**src/rtl/seq_mult_unit.sv**
```systemverilog
// Multi-cycle unsigned shift-add multiplier: one partial-product step per clock.
// Optional early termination with a final barrel shift: define MULT_EARLY_EXIT_EN.
module seq_mult_unit #(
  parameter int w = 16
) (
  input  logic         clk,
  input  logic         rst,
  input  logic         start,
  input  logic [w-1:0] a,
  input  logic [w-1:0] b,
  output logic         ready,
  output logic         busy,
  output logic         done,
  output logic [w-1:0] result_lo,
  output logic [w-1:0] result_hi,
  output logic         ovf
);

  localparam int CW = $clog2(w + 1);

  typedef enum logic [1:0] {IDLE, RUN, DONE} state_t;

  state_t          r_state;
  logic            r_ready;
  logic            r_busy;
  logic            r_done;
  logic [w-1:0]    r_result_lo;
  logic [w-1:0]    r_result_hi;
  logic            r_ovf;
  logic [w-1:0]    r_mcand;
  logic [w-1:0]    r_acc_hi;
  logic [w-1:0]    r_mplier;
  logic [CW-1:0]   r_count;
`ifdef MULT_EARLY_EXIT_EN
  logic [w-1:0]    r_mrem;
`endif

  logic [w:0]      w_sum;
  logic [w-1:0]    w_acc_hi_next;
  logic [w-1:0]    w_mplier_next;
  logic [CW-1:0]   w_count_next;
  logic [2*w-1:0]  w_final;
  logic            w_last;

  // {carry, acc_hi, mplier} >> 1 after the conditional add; product bits fill mplier from the top
  always_comb begin
    w_sum         = {1'b0, r_acc_hi} + (r_mplier[0] ? {1'b0, r_mcand} : {(w+1){1'b0}});
    w_acc_hi_next = w_sum[w:1];
    w_mplier_next = {w_sum[0], r_mplier[w-1:1]};
    w_count_next  = r_count - CW'(1);
`ifdef MULT_EARLY_EXIT_EN
    // Remaining steps would add nothing, so align the product by the steps skipped
    w_last  = (w_count_next == '0) || (r_mrem[w-1:1] == '0);
    w_final = {w_acc_hi_next, w_mplier_next} >> w_count_next;
`else
    w_last  = (w_count_next == '0);
    w_final = {w_acc_hi_next, w_mplier_next};
`endif
  end

  always_ff @(posedge clk) begin
    if (rst) begin
      r_state     <= IDLE;
      r_ready     <= 1'b1;
      r_busy      <= 1'b0;
      r_done      <= 1'b0;
      r_result_lo <= '0;
      r_result_hi <= '0;
      r_ovf       <= 1'b0;
      r_mcand     <= '0;
      r_acc_hi    <= '0;
      r_mplier    <= '0;
      r_count     <= '0;
`ifdef MULT_EARLY_EXIT_EN
      r_mrem      <= '0;
`endif
    end else begin
      case (r_state)
        IDLE: begin
          if (start) begin
            r_mcand  <= a;
            r_mplier <= b;
            r_acc_hi <= '0;
            r_count  <= CW'(w);
`ifdef MULT_EARLY_EXIT_EN
            r_mrem   <= b;
`endif
            r_ready  <= 1'b0;
            r_busy   <= 1'b1;
            r_state  <= RUN;
          end
        end
        RUN: begin
          r_acc_hi <= w_acc_hi_next;
          r_mplier <= w_mplier_next;
          r_count  <= w_count_next;
`ifdef MULT_EARLY_EXIT_EN
          r_mrem   <= r_mrem >> 1;
`endif
          // Results change only here so the result mux never sees partial products
          if (w_last) begin
            r_result_lo <= w_final[w-1:0];
            r_result_hi <= w_final[2*w-1:w];
            r_ovf       <= |w_final[2*w-1:w];
            r_busy      <= 1'b0;
            r_done      <= 1'b1;
            r_state     <= DONE;
          end
        end
        DONE: begin
          r_done  <= 1'b0;
          r_ready <= 1'b1;
          r_state <= IDLE;
        end
        default: begin
          r_state <= IDLE;
        end
      endcase
    end
  end

  assign ready     = r_ready;
  assign busy      = r_busy;
  assign done      = r_done;
  assign result_lo = r_result_lo;
  assign result_hi = r_result_hi;
  assign ovf       = r_ovf;

endmodule
```
**config.mk**
```make
export PLATFORM = sky130hd
export DESIGN_NAME = seq_mult_unit
export DESIGN_NICKNAME = d
export VERILOG_FILES = /design/src/rtl/seq_mult_unit.sv
export SDC_FILE = /design/constraint.sdc
export NUM_CORES = 1
export LEC_CHECK = 0
export ABC_CLOCK_PERIOD_IN_PS = 6000
export CAP_MARGIN = 15
export CORE_MARGIN = 5
export CORE_UTILIZATION = 50
export CTS_BUF_LIST = sky130_fd_sc_hd__clkbuf_16
export CTS_CLUSTER_SIZE = 25
export DETAILED_ROUTE_END_ITERATION = 16
export PLACE_DENSITY = 0.75
export SETUP_SLACK_MARGIN = 0.15
export SLEW_MARGIN = 20
export SYNTH_ARGS = -nofsm -noshare
export SYNTH_HDL_FRONTEND = slang
export SYNTH_SLANG_ARGS = --single-unit
```
**constraint.sdc**
```tcl
create_clock -name clk -period 6 [get_ports clk]
set_input_delay 1.2 -clock clk [delete_from_list [all_inputs] [get_ports clk]]
set_output_delay 1.2 -clock clk [all_outputs]
set_load 0.02 [all_outputs]
```
---- Yosys cells after proc, flatten, opt, wreduce, memory -nomap -nowiden ----
Cells that the tools add are included.
W data, S select, Z words.
operators by class
  shifts and indexed selects .............. 0
  $add $sub $neg .......................... 2
  reductions and logical operators ........ 13
  equal/unequal tests ..................... 4
  bitwise logic cells ..................... 0
  magnitude comparators ................... 0
  divide/modulo/power cells ............... 0
  multiply operators ...................... 0
  muxes and demuxes ....................... 17
operator list
  cell                   number
  $pmux W16 S2           2
  $mux W16               3
  $add A16 B16 Y17       1
  $reduce_or A16 Y1      1
  $reduce_and A2 Y1      6
  $pmux W5 S2            1
  $pmux W1 S2            3
  $reduce_bool A2 Y1     3
  $logic_not A5 Y1       1
  $mux W5                1
  $sub A5 B1 Y5 const B  1
  $mux W1                4
  $mux W2                2
  $ne A2 B2 Y1 const B   2
  $pmux W2 S2            1
  $reduce_and A3 Y1      1
  $eq A2 B1 Y1 const B   1
  $eq A2 B2 Y1 const B   1
  $logic_not A2 Y1       1
storage, ports and cells
  bits in read-only memories .............. 0
  bits in registers ....................... 91
  bits of input ports ..................... 35
  bits in writable memories ............... 0
  latch bits .............................. 0
  memories ................................ 0

---- Logic depth before layout (Yosys ltp) ----
  word-level depth ........................ 4
  depth in mapped cells ................... 13
  depth with buffers taken out ............ 12

---- Worst setup path before layout ----
OpenSTA, ideal clock, no wires.
  path kind ............................... reg-to-reg
  start ................................... register r_mplier[0]
  end ..................................... register r_ovf (netlist: ovf)
  clock period less this slack ............ 2,854 ps
  data arrival time ....................... 2,734 ps
  data required time ...................... 5,880 ps
  stages on the path, launching flop included .. 14
  buffers on the path ..................... 1
  setup time .............................. 120 ps
  path slack .............................. 3,146 ps
  cells stage by stage .................... dfxtp_1 clkbuf_1 and2_1 ha_1 inv_1 fa_1 nor2b_1 o2111ai_1 and3_1 o31ai_1 xor2_1 nor2_1 nand4b_1 o31a_1
on the way
  longest elaborated chain between the ends .. 3
ends and longest elaborated chain
  what                      RTL line  text
  start: declaration        32        logic [w-1:0] r_mplier;
  start signal: assignment  95        r_mplier <= w_mplier_next;
  $mux W16                  47        w_sum = {1'b0, r_acc_hi} + (r_mplier[0] ? {1'b0, r_mcand} : {(w+1){1'b0}});
  $add A16 B16 Y17          47
  $reduce_or A16 Y1         104       r_ovf <= |w_final[2*w-1:w];
  end signal: assignment    104
  end: declaration          29        logic r_ovf;
Every way passes these cells.
A chain may end at the register's enable or synchronous reset.

---- Worst setup path after layout ----
Same ends and word-level chain as after synthesis.

==> run summary <==
The cell with the largest stage delay on the worst path is sky130_fd_sc_hd__dfxtp_1. The worst min-delay path class is flop to flop. Summing internal, switching and leakage power gives 1.37 mW. Sequential cells burn 47.5% of the power.

The first global-routing pass estimated 18,500 µm of wire. The number of unique standard cell types used by synthesis came out at 54. The final hold slack is 0.452 ns, and the power density of the placed cells is 250 nW/µm². The worst setup path is captured at a flop. The logs give 0 for the initial antenna violation count and 191 for the number of design-rule violations left by the first detailed-router iteration.

The flow ran to the end, and the final reports show no timing, DRC or antenna violations. Synthesis produced 578 cells. The total number of vias was 4,132.

The flip-flop cell with the highest count after synthesis is sky130_fd_sc_hd__dfxtp_1. Share of flip-flops with an asynchronous set or reset after synthesis: 0%. In the final layout, the share of cells above drive strength 1 is 5.71%. The most common library cell in the layout ignoring fill and taps was sky130_fd_sc_hd__nand2_1. Wire length on met2: 5660 µm. The CTS root buffer was sky130_fd_sc_hd__clkbuf_16. Across the VDD grid, the largest voltage drop is 138 µV.

Summed over all failing endpoints, the final setup total negative slack is 0 ns. Static timing analysis puts the maximum clock frequency at 294 MHz. Max-cap violations in this run came to 0. The critical path in this run is classified as flop to flop. For this run, the register share of the synthesized area comes to 41.1%. The run gives 0 as the post-detailed-route count of antenna-violating nets. In the routed layout, each cell is associated on average with a via count of 5.59.

The logs give 0.351 mW for the reported net switching power and 71 for the top-level port count. Averaged over all synthesized cells, the footprint is 7.66 µm². In the layout the commonest cells are sky130_fd_sc_hd__nand2_1 (139), sky130_fd_sc_hd__dfxtp_1 (91), sky130_fd_sc_hd__a21oi_1 (76). DRC violation count after routing: 0. Summed over all layers, the global routing overflow is 0. For this block, wires on met1 add up to 4850 µm. Once the floorplan was initialized, standard cells occupied 51.0% of the core. Once the clock tree was built, the setup fixing pass inserted 0 buffers. The final wirelength was 11,200 µm; the final clock skew was 0.00967 ns.

The share of total power dissipated in the clock network is 42.0%. For the pin with the worst max-slew slack, the measured transition is 0.906 ns. Number of buffers inserted by port buffering: 70. The floorplan step defined a die boundary enclosing 10,800 µm². Synthesized net count: 632. For the number of pins exceeding their max-slew limit in the final report, the log shows 0. Total of hold buffers inserted after clock tree synthesis: 0. The highest metal layer with signal wires is met4. The area growth from synthesis to layout is 23.7%. The signal on the critical path passes through and2_1, ha_1, inv_1, fa_1, nor2b_1, o2111ai_1, and3_1, o31ai_1, xor2_1, nor2_1, nand4b_1, o31a_1. At the end of routability-driven placement, the weighted congestion stood at 0.887. Counting the buffers created by CTS gives 9. After floorplanning, the core was divided into 34 placement rows. Setup repair after global routing left no endpoint under its margin.

The tools report the number of nets at the end of the flow as 680. After clock tree synthesis, the repair step resized 0 gates. The logs give 776 for the filler cell count and 3,834 for the number of global-route vias before repair. TritonCTS built the clock tree. Cell internal power was estimated by the tool at 1.02 mW.

Clock-pin slew was measured on the worst setup and hold paths at 0.07 ns. Entering global routing, the biggest net connects 92 pins. The biggest cell delay along the critical path was 0.67 ns; the deepest clock path buffer count was 2.

For the number of hold violations in the final report, the log shows 0. Number of enable-type register cells in the synthesized netlist: 0. The required arrival time at the worst endpoint was 6.23 ns. For this design, the sink count on the clock tree is 91.

The startpoint type of the worst setup path is a flop. The multi-input combinational cells in the finished layout cover a total of 2430 µm². Global routing used 20.2% of the available tracks across all layers. The worst-path maximum fanout came out at 17. In this run the standard cell core region covers 8680 µm². Data arrives at the worst endpoint at 3.63 ns. The die is 104 µm tall.

The worst pin sits at a relative slew slack of 39.6%. Setup violations remaining at the end of the flow were counted as 0. For the worst-skew pair, the clock arrives at the later sink with an insertion delay of 0.34 ns. Combinational logic burns 10.5% of the power.

In this run the cell area of the synthesized design comes to 4430 µm². The run gives 537 µm as the met3 wirelength from detailed routing. The final critical path time including I/O delays and setup is 3.40 ns. In the finished design, the share of the clock period the worst path needs comes to 56.7%. The first detailed-routing pass ran for 5 iterations. The worst hold path passes through 2 cells. The post-synthesis sequential element count was 91; the die span in x was 104 µm. The detailed placer's ending HPWL is 7580 µm. Yosys printed 0 warnings. After detailed routing, the average wire length per cell comes to 15.2 µm. 0 antenna diodes ended up in the layout. The switching part of the total is 25.7%. The area taken by flip-flops and latches is 1820 µm², and the cell depth of the worst flop-to-flop path is 12.

In this run the static leakage power is 2.09 nW. The tools report the number of levels the H-tree was split into as 3.
-- cells in the mapped netlist (3+ instances only) --
cell type                  count  share of area, %
sky130_fd_sc_hd__a21o_1        4              0.68
sky130_fd_sc_hd__a21oi_1      76               8.6
sky130_fd_sc_hd__o21ai_0       9               1.0
sky130_fd_sc_hd__nand3b_1      3              0.51
sky130_fd_sc_hd__dfxtp_1      91                41
sky130_fd_sc_hd__buf_1         3              0.25
sky130_fd_sc_hd__nor3_1       10               1.1
sky130_fd_sc_hd__nor2b_1       4              0.57
sky130_fd_sc_hd__nand3_1      17               1.9
sky130_fd_sc_hd__nand4b_1      3              0.59
sky130_fd_sc_hd__nand2b_1      4              0.57
sky130_fd_sc_hd__nand2_1     140                12
sky130_fd_sc_hd__a311oi_1     16               3.2
sky130_fd_sc_hd__nor2_1       59               5.0
sky130_fd_sc_hd__o31ai_1       3              0.51
sky130_fd_sc_hd__and2_1       16               2.3
sky130_fd_sc_hd__inv_1         8              0.68
sky130_fd_sc_hd__ha_1         18               5.1
sky130_fd_sc_hd__a31oi_1       8               1.1
sky130_fd_sc_hd__mux2i_1       3              0.68
sky130_fd_sc_hd__a211oi_1      4              0.68
sky130_fd_sc_hd__clkbuf_1     32               2.7
sky130_fd_sc_hd__xor2_1        5              0.99
sky130_fd_sc_hd__xnor2_1       6               1.2
-- final cells by class --
class                      instances  share of cell area (%)
multi-input combinational        440                    44.4
clock buffer                       9                    4.11
timing repair buffer              76                    13.9
inverter                           8                   0.548
sequential                        91                    33.3
tap                              108                    2.47
clock inverter                     7                    1.37
-- stage by stage --
step / util (%) / cells / area [µm²] / worst slack (ns)
after floorplan: - / 578 / 4430 / 3.15
after global placement: 59.3 / 722 / 5140 / 2.81
after detailed placement: 59.3 / 722 / 5140 / 2.66
after CTS: 62.7 / 738 / 5450 / 2.61
after global routing: 63.1 / 739 / 5480 / 2.46
final: 63.1 / 739 / 5480 / 2.60
-- path summary, 6_finish.rpt --
| path | start | endpoint | slack, ns |
|---|---|---|---|
| max | r_mplier[0] | ovf | 2.60 |
| min reg2reg | result_hi[10] | result_hi[10] | 0.45 |
| max reg2reg | r_mplier[0] | ovf | 2.60 |
| min | result_hi[10] | result_hi[10] | 0.45 |
-- sequential cells by signal, indices dropped and copies added, names as in the netlist --
signal,count
r_acc_hi,16
r_mcand,16
r_mplier,16
result_hi,16
result_lo,16
r_count,5
r_state,2
busy,1
done,1
ovf,1
ready,1
-- layer usage --
layer | global-route usage (%) | vias to the layer above
met5 | 0 | -
met4 | 5.55 | 0
met2 | 34.5 | 84
met3 | 5.28 | 14
li1 | - | 2086
met1 | 25.2 | 1948
-- critical path, delay by kind of cell, from the launching register on --
family	cells	cell delay [ns]
compound gates	3	0.93
simple gates	5	0.79
flops	1	0.67
fa+ha+maj	2	0.61
xor+xnor	1	0.21
buf+inv	1	0.08
-- power by group through the flow --
stage	Sequential (mW)	Combinational (mW)	Clock (mW)
floorplan	0.657	0.0938	0
global placement	0.661	0.138	0
global route	0.652	0.161	0.612
CTS	0.649	0.142	0.584
detailed placement	0.662	0.142	0
finish	0.650	0.144	0.574
-- logic make-up after synthesis --
family                     synth area share, %
and+or+nand+nor                           26.2
AOI/OAI and AO/OA                         19.9
DFF                                       41.1
buffers and inverters                     4.38
adders and majority gates                 5.54
xor gates and xnor gates                  2.18
muxes                                    0.678
(Power assumes the default switching activity.)
